## src/rtl/ahb3lite_apb_bridge.sv

```systemverilog
// AHB3-Lite slave to APB4 master bridge: every accepted AHB transfer becomes one
// non-pipelined APB transfer, with AHB wait states inserted through HREADYOUT.
module ahb3lite_apb_bridge #(
    parameter int HADDR_SIZE = 32,
    parameter int HDATA_SIZE = 32,
    parameter int PADDR_SIZE = 16
) (
    input  logic                  HCLK,
    input  logic                  HRESETn,
    input  logic                  HSEL,
    input  logic [HADDR_SIZE-1:0] HADDR,
    input  logic [HDATA_SIZE-1:0] HWDATA,
    input  logic                  HWRITE,
    input  logic [2:0]            HSIZE,
    input  logic [1:0]            HTRANS,
    input  logic [3:0]            HPROT,
    input  logic [2:0]            HBURST,
    input  logic                  HMASTLOCK,
    input  logic                  HREADY,
    output logic                  HREADYOUT,
    output logic                  HRESP,
    output logic [HDATA_SIZE-1:0] HRDATA,
    output logic                  PSEL,
    output logic                  PENABLE,
    output logic [PADDR_SIZE-1:0] PADDR,
    output logic                  PWRITE,
    output logic [HDATA_SIZE-1:0] PWDATA,
    output logic [3:0]            PSTRB,
    input  logic [HDATA_SIZE-1:0] PRDATA,
    input  logic                  PREADY,
    input  logic                  PSLVERR
);

    typedef enum logic [2:0] {
        ST_IDLE, ST_LATCH, ST_SETUP, ST_ACCESS, ST_ERR1, ST_ERR2
    } state_e;

    state_e                state_q, state_d;
    logic [PADDR_SIZE-1:0] addr_q, addr_d;
    logic                  write_q, write_d;
    logic [1:0]            size_q, size_d;
    logic                  hreadyout_q, hreadyout_d;
    logic                  hresp_q, hresp_d;
    logic [HDATA_SIZE-1:0] hrdata_q, hrdata_d;
    logic                  psel_q, psel_d;
    logic                  penable_q, penable_d;
    logic [PADDR_SIZE-1:0] paddr_q, paddr_d;
    logic                  pwrite_q, pwrite_d;
    logic [HDATA_SIZE-1:0] pwdata_q, pwdata_d;
    logic [3:0]            pstrb_q, pstrb_d;

    logic       accept;
    logic       size_err;
    logic [3:0] strb;
    logic       unused_ok;

    assign accept   = HSEL & HREADY & HTRANS[1] & ((state_q == ST_IDLE) | (state_q == ST_ERR2));
    assign size_err = (HSIZE > 3'd2);
    assign unused_ok = ^{HPROT, HBURST, HMASTLOCK, HTRANS[0], HADDR[HADDR_SIZE-1:PADDR_SIZE]};

    always_comb begin
        strb = 4'b0000;
        if (write_q) begin
            case (size_q)
                2'd0:    strb = 4'b0001 << addr_q[1:0];
                2'd1:    strb = addr_q[1] ? 4'b1100 : 4'b0011;
                default: strb = 4'b1111;
            endcase
        end
    end

    // NOTE: reset is asynchronous, so a transfer in flight is dropped at once, not at the next edge.
    always_ff @(posedge HCLK or negedge HRESETn) begin
        if (!HRESETn) begin
            state_q     <= ST_IDLE;
            addr_q      <= '0;
            write_q     <= 1'b0;
            size_q      <= 2'd0;
            hreadyout_q <= 1'b1;
            hresp_q     <= 1'b0;
            hrdata_q    <= '0;
            psel_q      <= 1'b0;
            penable_q   <= 1'b0;
            paddr_q     <= '0;
            pwrite_q    <= 1'b0;
            pwdata_q    <= '0;
            pstrb_q     <= 4'b0000;
        end else begin
            state_q     <= state_d;
            addr_q      <= addr_d;
            write_q     <= write_d;
            size_q      <= size_d;
            hreadyout_q <= hreadyout_d;
            hresp_q     <= hresp_d;
            hrdata_q    <= hrdata_d;
            psel_q      <= psel_d;
            penable_q   <= penable_d;
            paddr_q     <= paddr_d;
            pwrite_q    <= pwrite_d;
            pwdata_q    <= pwdata_d;
            pstrb_q     <= pstrb_d;
        end
    end

    always_comb begin
        state_d = state_q;
        case (state_q)
            ST_IDLE, ST_ERR2: begin
                if (accept) state_d = size_err ? ST_ERR1 : ST_LATCH;
                else        state_d = ST_IDLE;
            end
            ST_LATCH:  state_d = ST_SETUP;
            ST_SETUP:  state_d = ST_ACCESS;
            ST_ACCESS: if (PREADY) state_d = PSLVERR ? ST_ERR1 : ST_IDLE;
            ST_ERR1:   state_d = ST_ERR2;
            default:   state_d = ST_IDLE;
        endcase
    end

    // NOTE: every _d starts as its _q so each path holds by default and no latch is inferred.
    always_comb begin
        addr_d      = addr_q;
        write_d     = write_q;
        size_d      = size_q;
        hreadyout_d = hreadyout_q;
        hresp_d     = hresp_q;
        hrdata_d    = hrdata_q;
        psel_d      = psel_q;
        penable_d   = penable_q;
        paddr_d     = paddr_q;
        pwrite_d    = pwrite_q;
        pwdata_d    = pwdata_q;
        pstrb_d     = pstrb_q;
        case (state_q)
            ST_IDLE, ST_ERR2: begin
                hreadyout_d = 1'b1;
                hresp_d     = 1'b0;
                if (accept) begin
                    addr_d      = HADDR[PADDR_SIZE-1:0];
                    write_d     = HWRITE;
                    size_d      = HSIZE[1:0];
                    hreadyout_d = 1'b0;
                    hresp_d     = size_err;
                end
            end
            ST_LATCH: begin
                psel_d    = 1'b1;
                penable_d = 1'b0;
                paddr_d   = addr_q;
                pwrite_d  = write_q;
                pwdata_d  = HWDATA;
                pstrb_d   = strb;
            end
            ST_SETUP: penable_d = 1'b1;
            ST_ACCESS: begin
                if (PREADY) begin
                    psel_d    = 1'b0;
                    penable_d = 1'b0;
                    if (PSLVERR) begin
                        hresp_d = 1'b1;
                    end else begin
                        hreadyout_d = 1'b1;
                        if (!write_q) hrdata_d = PRDATA;
                    end
                end
            end
            ST_ERR1: begin
                hresp_d     = 1'b1;
                hreadyout_d = 1'b1;
            end
            default: ;
        endcase
    end

    assign HREADYOUT = hreadyout_q;
    assign HRESP     = hresp_q;
    assign HRDATA    = hrdata_q;
    assign PSEL      = psel_q;
    assign PENABLE   = penable_q;
    assign PADDR     = paddr_q;
    assign PWRITE    = pwrite_q;
    assign PWDATA    = pwdata_q;
    assign PSTRB     = pstrb_q;

endmodule

```

## config.mk

```make
export PLATFORM = sky130hd
export DESIGN_NAME = ahb3lite_apb_bridge
export DESIGN_NICKNAME = d
export VERILOG_FILES = /design/src/rtl/ahb3lite_apb_bridge.sv
export SDC_FILE = /design/constraint.sdc
export NUM_CORES = 1
export LEC_CHECK = 0
export ABC_AREA = 1
export CAP_MARGIN = 20
export CORE_ASPECT_RATIO = 0.8
export CORE_MARGIN = 2
export CORE_UTILIZATION = 37
export CTS_CLUSTER_SIZE = 40
export DETAILED_ROUTE_END_ITERATION = 6
export GPL_TIMING_DRIVEN = 0
export PLACE_DENSITY = 0.8
export SETUP_SLACK_MARGIN = 0.15
export SYNTH_ARGS = -nofsm -noshare
export SYNTH_HDL_FRONTEND = slang
export SYNTH_SLANG_ARGS = --single-unit
```

## constraint.sdc

```tcl
create_clock -name HCLK -period 1.85 [get_ports HCLK]
set_clock_uncertainty 0.2 [all_clocks]
set_input_delay 0.2775 -clock HCLK [delete_from_list [all_inputs] [get_ports HCLK]]
set_output_delay 0.2775 -clock HCLK [all_outputs]
set_load 0.05 [all_outputs]
```

# After elaboration in Yosys (flattened, before gate mapping)
# Index checks and enable logic that the tools add are counted.
[word_totals]
wordCells = 61
input_bits = 116
ff_bits = 111
[classes]
eq_ne = 9
shift = 1
order_cmp = 1
muxes = 19
reduce_logical = 12
bitwise = 6
[ops]
columns = ["operator", "count"]
rows = [
  ["$pmux 3 s5", 1],
  ["$mux 3", 4],
  ["$pmux 1 s3", 3],
  ["$mux 4", 2],
  ["$pmux 4 s2", 1],
  ["$mux 1", 7],
  ["$eq 3x2->1 const B", 2],
  ["$eq 3x3->1 const B", 2],
  ["$ne 2x2->1 const B", 3],
  ["$reduce_and 2->1", 3],
  ["$reduce_and 3->1", 2],
  ["$reduce_bool 3->1", 2],
  ["$reduce_and 4->1", 1],
  ["$shl 1x2->4 const A", 1],
  ["$and 1x1->1", 3],
  ["$eq 3x1->1 const B", 1],
  ["$gt 3x2->1 const B", 1],
  ["$logic_not 3->1", 1],
  ["$eq 2x1->1 const B", 1],
  ["$logic_not 2->1", 1],
  ["$not 1->1", 2],
  ["$pmux 1 s2", 1],
  ["$reduce_bool 2->1", 1],
  ["$reduce_or 2->1", 1],
  ["$or 1x1->1", 1],
]

# Logic depth before layout (Yosys ltp)
# Gate-level depths: netlist (run 1).
[depth]
word_depth = 5
ltp_mapped = 8
ltp_nobuf = 8

# Least setup slack after synthesis (run 1)
# OpenSTA, ideal clock, no wires.
[synth_timing]
path_kind = "reg-to-reg"
start = "register state_q[2]"
end = "register hrdata_q[10] (netlist: HRDATA[10])"
required_time_ps = 1531
slack_ps = 383
path_buffers = 1
path_stages_with_launch = 8
arrival_ps = 1148
cell_sequence = "dfrtp_1 inv_2 nand3_2 nor2_4 nand2_2 buf_2 nand2_1 nand2_1"
[synth_between]
elab_chain_cells = 2
[synth_rtl]
columns = ["element", "line", "rtl"]
rows = [
  ["from (decl)", "38", "state_e state_q, state_d;"],
  ["from (signal assigned)", "89", "state_q <= state_d;"],
  ["$eq 3x2->1", "134", "case (state_q)"],
  ["$reduce_and 4->1 (no line)", "--", ""],
  ["to (signal assigned)", "95", "hrdata_q <= hrdata_d;"],
  ["to (decl)", "44", "logic [HDATA_SIZE-1:0] hrdata_q, hrdata_d;"],
]
# No other way between the ends.
# A chain may end at the register's enable or synchronous reset.

# Worst setup path in the final report (run 1)
[layout_timing]
start = "register penable_q (netlist: PENABLE)"
end = "output PENABLE"
[layout_rtl]
columns = ["element", "line", "rtl"]
rows = [
  ["from (decl)", "46", "logic penable_q, penable_d;"],
  ["from (signal assigned)", "97", "penable_q <= penable_d;"],
  ["to (decl)", "24", "output logic PENABLE,"],
]
# No word-level cell between the ends.

==> results.md, run 1 <==
- Number of global-route vias before repair: 3939
- Top layer in use: met4
- Critical Path Fanout Max: 2
- Layout fillers: 1061
- First-pass GRT wire length: 18490 µm
- CP Data Arrival Time: 1.19 ns
- Total GRT Usage: 17.97%
- Crit-path slowest cell: clkdlybuf4s15_1
- Fin util: 56.57%
- Worst slew margin: 57.26%
- FMAX: 600.8 MHz
- Clock share of power: 15.6%
- CP Launch Type: flip-flop
- DRT met1 WL: 5068 µm
- Routed WL: 11440 µm
- Grt total ovfl: 0
- Worst hold margin: 0.2697 ns
- Placed cells: 821
- Int Power: 6.599 mW
- WL met2: 5552 µm
- Critical path class: flip-flop to primary output
- Syn nets: 609
- Die X: 125.6 µm
- Final nets: 805
- Clock latency on the worst-skew pair: 0.33 ns
- CTS tree: done
- Clock buffer depth: 2
- CP required: 1.37 ns
- Min-delay worst type: flip-flop to flip-flop
- Pwr dens: 2017 mW/mm²
- Largest cells by area after synthesis: dfrtp_1 63%, nand2_1 20%, nand3_1 3.9%, inv_1 2.4%, buf_2 2.2%
- Die span in y: 101.3 µm
- Endpoints failing setup: 0
- Finished Layout Cells: 842
- Post-synthesis sequential area ratio: 63.48%
- Initial antenna violation count: 0
- Worst Tran Pin Value: 0.6412 ns
- Top Ports: 205
- Commonest non-fill, non-tap cell in the layout: nand2_1
- CTS H-tree lvls: 3
- Diodes inserted: 0
- Net Switching: 6.541 mW
- Status: finished clean
- Placed Area: 0.006380 mm²
- Mapped Area: 0.004378 mm²
- Total power: 13.14 mW
- DR WL met3: 691 µm
- Period Utilization, post-route: 89.97%
- Max VDD drop: 0.8802 mV
- Area leader, netlist: dfrtp_1
- Final GP Congestion: 0.8116
- Vias/cell: 4.633
- Setup TNS Final: 0 ns
- Vias: 3901
- Max stage delay on crit path: 0.50 ns
- Area grow syn2layout: 48.81%
- Max_cap viols: 0
- Synthesis Warnings: 0
- Final hold violation count: 0
- Detailed-router iteration count before antenna repair: 5
- Post-DP HPWL: 8577 µm
- Share of cells above drive strength 1: 19.16%
- Clk slew on worst S/H paths: 0.07 ns
- Top cell type's share of synthesized area: 62.88%
- Commonest cells after routing, fill and taps aside: 233 x nand2_1, 109 x dfrtp_1, 89 x clkdlybuf4s50_1
- RSZ-0062 raised after global routing: true
- Comb power frac: 52.2%
- CP Capture Type: primary output
- Wire per inst: 13.59 µm
- CTS Buf Count: 9
- Area of the core: 0.01152 mm²
- Seq cells post-synth: 111
- Clock Tree Root: clkbuf_16
- Sequential power share: 32.1%
- Cell Rows: 35
- Final min period: 1.664 ns
- Family with the most delay on the worst path: buffers and inverters
- Max-slew violations: 0
- Largest net degree at the start of global routing: 63
- Setup ws final: 0.1856 ns
- Initial Util: 38.01%
- # clock sinks: 111
- Syn avg cell area: 8.880 µm²
- Die Area: 0.01272 mm²
- WP buf/inv: 1
- Remaining DRCs: 0
- Netlist cell types: 19
- Sw frac: 49.78%
- IO buf count: 179
- Worst slack, placed: -0.2729 ns
- Final instance area: 0.006515 mm²
- Mapped Cells: 493
- Iter 0 DRT Violations: 177
- CP cell instances: clkdlybuf4s15_1
- Lkg Pwr: 3.403 nW
- Antenna viol nets, final: 0
-- what timing repair did --
| item | in CTS | in global routing |
|---|---|---|
| pin swaps | 0 | 2 |
| setup endpoints to repair | 102 | 139 |
| hold endpoints to repair | 49 | 0 |
| hold buffers | 1 | 0 |
| setup buffers | 0 | 4 |
| gates resized for setup | 201 | 64 |
-- worst paths after layout --
kind	from	endpoint	slack (ns)	depth (start not counted)
hold / removal	HRDATA[30]	HRDATA[30]	0.27	2
setup reg to reg	state_q[1]	PWDATA[28]	0.26	7
min in group asynchronous	HRESETn	HRDATA[24]	0.32	2
hold reg to reg	HRDATA[30]	HRDATA[30]	0.27	2
max in group asynchronous	HRESETn	HREADYOUT	0.37	3
setup / recovery	PENABLE	PENABLE	0.19	1
-- power by group through the flow --
stage	registers (mW)	clock network, mW	logic, mW
2_1_floorplan	7.25	0	1.81
3_3_place_gp	4.22	0	7.33
3_5_place_dp	4.25	0	7.49
4_1_cts	4.23	2.12	7.10
5_1_grt	4.35	2.22	7.38
6_report	4.22	2.06	6.87
-- sequential cells by signal, indices dropped and copies added (netlist names) --
register and flops:
HRDATA 32, PWDATA 32, PADDR 16, addr_q 16, PSTRB 4, state_q 3, size_q 2, HREADYOUT 1
HRESP 1, PENABLE 1, PSEL 1, PWRITE 1, write_q 1
-- cell families (layout without fill, tap and decap cells) --
logic type | Yosys count | in the layout | synth area share [%]
DFF | 111 | 111 | 63.48
buffers and inverters | 53 | 254 | 5.173
and+or+nand+nor | 290 | 290 | 26.75
AOI/OAI and AO/OA | 39 | 39 | 4.601
-- area by class of cell --
class | count | area (µm²) | area share (%)
Buffer | 23 | 122.6 | 1.882
Clock buffer | 11 | 242.7 | 3.726
Clock inverter | 5 | 81.33 | 1.248
Inverter | 30 | 112.6 | 1.728
Multi-Input combinational cell | 329 | 1375 | 21.11
Sequential cell | 111 | 2780 | 42.67
Tap cell | 148 | 185.2 | 2.842
Timing Repair Buffer | 185 | 1615 | 24.79
-- tightest hold or removal path: stages, from the launching register on --
cell and delay [ns]:
dfrtp_1 0.34, nand2_1 0.05, nand2_1 0.05
-- metal layers --
layer / global-route usage (%) / up-vias
li1: - / 1917
met1: 23.26 / 1835
met2: 30.44 / 137
met3: 4.226 / 12
met4: 5.556 / 0
met5: 0 / -
-- synth_stat cells --
master / count
o21ai_1: 16
nor2_1: 14
clkbuf_1: 3
inv_1: 28
buf_2: 19
inv_2: 2
o21ai_0: 8
dfstp_2: 1
o211ai_1: 1
nand2_2: 2
nand3_1: 34
buf_4: 1
nand2_1: 233
dfrtp_1: 110
nand4_1: 3
nor2_4: 2
o21ai_2: 1
a21oi_1: 13
nand3_2: 2
Power figures use the tool's default switching activity.
==> run 2, diff against run 1 <==
--- a/config.mk
+++ b/config.mk
@@ -9,12 +9,13 @@
 export CAP_MARGIN = 20
 export CORE_ASPECT_RATIO = 0.8
 export CORE_MARGIN = 2
-export CORE_UTILIZATION = 37
+export CORE_UTILIZATION = 41
 export CTS_CLUSTER_SIZE = 40
 export DETAILED_ROUTE_END_ITERATION = 6
 export GPL_TIMING_DRIVEN = 0
-export PLACE_DENSITY = 0.8
+export PLACE_DENSITY = 0.87
 export SETUP_SLACK_MARGIN = 0.15
+export SLEW_MARGIN = 10
 export SYNTH_ARGS = -nofsm -noshare
 export SYNTH_HDL_FRONTEND = slang
 export SYNTH_SLANG_ARGS = --single-unit
==> results.md, run 2 (same netlist as run 1, synthesis figures left out) <==
- Int Power: 6.520 mW
- Share of cells above drive strength 1: 20.92%
- Worst slack, placed: -0.2602 ns
- Critical Path Fanout Max: 2
- IO buf count: 179
- Crit-path slowest cell: clkdlybuf4s15_1
- Final GP Congestion: 0.7779
- Die Area: 0.01153 mm²
- Clk slew on worst S/H paths: 0.07 ns
- Antenna viol nets, final: 0
- Wire per inst: 14.23 µm
- CP Data Arrival Time: 1.18 ns
- Iter 0 DRT Violations: 216
- CTS Buf Count: 9
- Worst Tran Pin Value: 0.5012 ns
- Setup ws final: 0.1952 ns
- Max stage delay on crit path: 0.50 ns
- Area of the multi-input gates: 0.001388 mm²
- CTS tree: done
- R2R Setup Slk: 0.25 ns
- Initial Util: 42.41%
- CTS H-tree lvls: 3
- Pwr dens: 2013 mW/mm²
- Max VDD drop: 0.9469 mV
- Status: finished clean
- Endpoints failing setup: 0
- Min-delay worst type: input pin to asynchronous set/reset pin
- Area grow syn2layout: 49.59%
- CP required: 1.37 ns
- Clock buffer depth: 2
- Final nets: 805
- Layout fillers: 884
- Clock Tree Root: clkbuf_16
- # clock sinks: 111
- Routed WL: 11850 µm
- Sequential power share: 32.3%
- Grt total ovfl: 0
- CP cell instances: clkdlybuf4s15_1
- Initial antenna violation count: 0
- RR Startpoint: state_q[1]
- First-pass GRT wire length: 18660 µm
- Comb power frac: 53.1%
- Post-DP HPWL: 8742 µm
- Remaining DRCs: 0
- Vias: 3954
- Die X: 119.5 µm
- Max-slew violations: 0
- Final min period: 1.655 ns
- Largest net degree at the start of global routing: 59
- Fin util: 63.44%
- Placed Area: 0.006374 mm²
- Clock share of power: 14.5%
- Final hold violation count: 0
- Cell Rows: 33
- Sw frac: 50.54%
- Die span in y: 96.43 µm
- Clock latency on the worst-skew pair: 0.34 ns
- Reg area: 0.002783 mm²
- Area of the core: 0.01032 mm²
- Total GRT Usage: 20.68%
- WP buf/inv: 1
- Commonest cells after routing, fill and taps aside: 233 x nand2_1, 107 x dfrtp_1, 89 x clkdlybuf4s50_1
- Stages on worst setup path: 1
- RSZ-0062 raised after global routing: true
- Family with the most delay on the worst path: buffers and inverters
- Worst R2R Path Depth: 8
- Net Switching: 6.662 mW
- Placed cells: 813
- CP Capture Type: primary output
- Max_cap viols: 0
- Critical path class: flip-flop to primary output
- Setup TNS Final: 0 ns
- Period Utilization, post-route: 89.45%
- Lkg Pwr: 3.411 nW
- Vias/cell: 4.747
- Detailed-router iteration count before antenna repair: 4
- Top Ports: 205
- Diodes inserted: 0
- CP Launch Type: flip-flop
- Commonest non-fill, non-tap cell in the layout: nand2_1
- Finished Layout Cells: 833
- Final instance area: 0.006549 mm²
- FMAX: 604.3 MHz
- Number of global-route vias before repair: 3869
- Worst slew margin: 66.59%
- CP startpoint: HRDATA[26]
run 2: changes by cell type in the layout (fill, tap and decap cells not counted), moves of 2 or more:
| cell | delta |
|---|---|
| clkbuf_2 | -3 |
| clkinv_4 | +2 |
| clkdlybuf4s15_2 | +13 |
| dfrtp_2 | +2 |
| buf_2 | -3 |
| clkdlybuf4s15_1 | -10 |
| dfrtp_1 | -2 |
run 2: final cells by class:
| class | count | area share (%) |
|---|---|---|
| Sequential cell | 111 | 42.49 |
| Buffer | 23 | 1.987 |
| Clock inverter | 6 | 1.070 |
| Tap cell | 140 | 2.675 |
| Timing Repair Buffer | 185 | 25.39 |
| Clock buffer | 9 | 3.439 |
| Inverter | 30 | 1.758 |
| Multi-Input combinational cell | 329 | 21.19 |
run 2: power by group through the flow:
stage / registers [mW] / logic [mW] / clock network, mW
2_1_floorplan: 7.25 / 1.81 / 0
3_3_place_gp: 4.21 / 7.32 / 0
3_5_place_dp: 4.28 / 7.50 / 0
4_1_cts: 4.25 / 7.17 / 1.98
5_1_grt: 4.39 / 7.55 / 2.09
6_report: 4.26 / 7.00 / 1.92
run 2: stage by stage:
stage | hold slack, ns | total power [mW]
floorplan | -0.2181 | 9.059
global placement | 0.2528 | 11.53
detailed placement | 0.06602 | 11.78
CTS | 0.2567 | 13.39
global route | 0.2850 | 14.02
finish | 0.2526 | 13.18
run 2: routing by layer:
metal,vias up,track usage (%),wire (µm)
li1,1926,-,-
met1,1872,26.25,5100
met2,144,35.76,5910
met3,12,4.519,692
met4,0,6.961,148
met5,-,0,0
run 2: final timing paths:
kind	end
max	HRDATA[26]
min reg2reg	PADDR[6]
min	PADDR[5]
max in group asynchronous	HREADYOUT
min in group HCLK	PADDR[6]
max reg2reg	PADDR[8]
run 2: what timing repair did:
action                     CTS  global route
setup buffers                0             4
resized for setup          216            71
gates cloned                 0             0
hold buffers                 1             0
setup endpoints to repair   99           136
pin swaps                    0             2
hold endpoints to repair    53             0
==> run 3, diff against run 2 <==
--- a/config.mk
+++ b/config.mk
@@ -12,9 +12,10 @@
 export CORE_UTILIZATION = 41
 export CTS_CLUSTER_SIZE = 40
 export DETAILED_ROUTE_END_ITERATION = 6
-export GPL_TIMING_DRIVEN = 0
+export GPL_TIMING_DRIVEN = 1
 export PLACE_DENSITY = 0.87
 export SETUP_SLACK_MARGIN = 0.15
+export SKIP_LAST_GASP = 1
 export SLEW_MARGIN = 10
 export SYNTH_ARGS = -nofsm -noshare
 export SYNTH_HDL_FRONTEND = slang
==> results.md, run 3 (same netlist as run 1, synthesis figures left out) <==
- Status: finished clean
- Largest net degree at the start of global routing: 66
- Comb power frac: 52.8%
- Hold Path Stages: 2
- Met2 GRT Util: 32.57%
- First-pass GRT wire length: 17240 µm
- RSZ-0062 raised after global routing: true
- Commonest non-fill, non-tap cell in the layout: nand2_1
- Vias: 3801
- Clock latency on the worst-skew pair: 0.33 ns
- Finished Layout Cells: 818
- Clk slew on worst S/H paths: 0.07 ns
- Final instance area: 0.006578 mm²
- Number of global-route vias before repair: 3678
- Final GP Congestion: 0.7972
- Final hold violation count: 0
- Share of cells above drive strength 1: 19.32%
- Initial Util: 42.41%
- Setup TNS Final: 0 ns
- Initial antenna violation count: 0
- CP Capture Type: flip-flop
- IO buf count: 179
- # clock sinks: 111
- Critical path class: flip-flop to flip-flop
- CTS Buf Count: 9
- Wire per inst: 13.38 µm
- Worst R2R Path Depth: 7
- Clock share of power: 16.0%
- Area of the core: 0.01032 mm²
- R2R Setup Slk: 0.24 ns
- Die span in y: 96.43 µm
- M3 GR Usage: 4.401%
- Remaining DRCs: 0
- CP Data Arrival Time: 1.63 ns
- Iter 0 DRT Violations: 188
- Diodes inserted: 0
- Grt total ovfl: 0
- Cell Rows: 33
- Placed cells: 800
- Period Utilization, post-route: 86.88%
- CTS H-tree lvls: 3
- Worst Tran Pin Value: 0.3410 ns
- Fin util: 63.72%
- FMAX: 622.2 MHz
- Met1 Track Usage GR: 24.09%
- Top Ports: 205
- Max-slew violations: 0
- Clock Tree Root: clkbuf_16
- Net Switching: 6.538 mW
- Sequential power share: 31.2%
- CP required: 1.88 ns
- Min-delay worst type: flip-flop to flip-flop
- Sw frac: 47.87%
- Placed Area: 0.006203 mm²
- Hold Path End: PADDR[3]
- Gr busiest metal: met2
- Setup ws final: 0.2427 ns
- Max_cap viols: 0
- Worst slew margin: 77.27%
- Commonest cells after routing, fill and taps aside: 232 x nand2_1, 109 x dfrtp_1, 94 x buf_4
- Post-DP HPWL: 8041 µm
- Detailed-router iteration count before antenna repair: 5
- CP Launch Type: flip-flop
- Die X: 119.5 µm
- Total power: 13.66 mW
- Clock buffer depth: 2
- Total GRT Usage: 18.79%
- RR Endpoint: HRDATA[6]
- Die Area: 0.01153 mm²
- Endpoints failing setup: 0
- Vias/cell: 4.647
- Hold Startpoint: PADDR[3]
- Routed WL: 10950 µm
- RR Startpoint: state_q[2]
- Antenna viol nets, final: 0
- Area grow syn2layout: 50.24%
- Layout fillers: 844
- Lkg Pwr: 3.456 nW
- Final nets: 790
- Critical Path Fanout Max: 32
- Worst hold margin: 0.2714 ns
- Worst slack, placed: 0.09520 ns
- Int Power: 7.120 mW
- CTS tree: done
- Pwr dens: 2077 mW/mm²
- Final min period: 1.607 ns
- Max VDD drop: 1.226 mV
-- run 3: metal layers --
metal | wire [µm] | vias up | part of all wire, %
met3 | 622 | 15 | 5.7
li1 | - | 1895 | -
met2 | 5367 | 124 | 49
met4 | 146 | 0 | 1.3
met1 | 4809 | 1767 | 44
met5 | 0 | - | 0
-- run 3: final cells by class --
cell class,instances,area (µm²),area share (%)
clock buffers,10,239.0,3.633
clock inverters,5,106.4,1.617
inverters,30,112.6,1.712
multi-input cells,329,1378,20.94
flip-flops and latches,111,2780,42.27
well taps,140,175.2,2.663
repair buffers,193,1787,27.16
-- run 3: what timing repair did --
| action | CTS | global route |
|---|---|---|
| endpoints found under the setup margin | 0 | 28 |
| setup buffers | 0 | 2 |
| hold endpoints to repair | 111 | 0 |
| hold buffers | 1 | 0 |
| resized for setup | 0 | 2 |
-- run 3: worst max-delay path by stage --
| stage | start | end | slack (ns) | depth (start not counted) |
|---|---|---|---|---|
| 2_1_floorplan | state_q[2] | HRDATA[10] | 0.38 | 7 |
| 3_3_place_gp | HSEL | addr_q[1] | 0.13 | 7 |
| 3_5_place_dp | PREADY | HRDATA[6] | 0.1 | 7 |
| 4_1_cts | state_q[2] | HRDATA[6] | 0.20 | 7 |
| 5_1_grt | state_q[2] | HRDATA[13] | 0.15 | 7 |
| 6_report | state_q[2] | HRDATA[6] | 0.24 | 7 |
-- run 3: power groups by stage --
stage               Combinational, mW  Clock (mW)  Sequential [mW]
global route                     7.70        2.33             4.40
CTS                              7.27        2.23             4.26
floorplan                        1.81           0             7.25
finish                           7.22        2.18             4.26
detailed placement               7.26           0             4.29
global placement                 7.09           0             4.23
-- run 3: critical path, cell delays in order, from the launching register on --
cell and delay, ns:
dfrtp_2 0.46, inv_2 0.10, nand3_2 0.12, nor2_4 0.21, nand2_2 0.09, buf_12 0.17
nand2_1 0.07, nand2_1 0.06
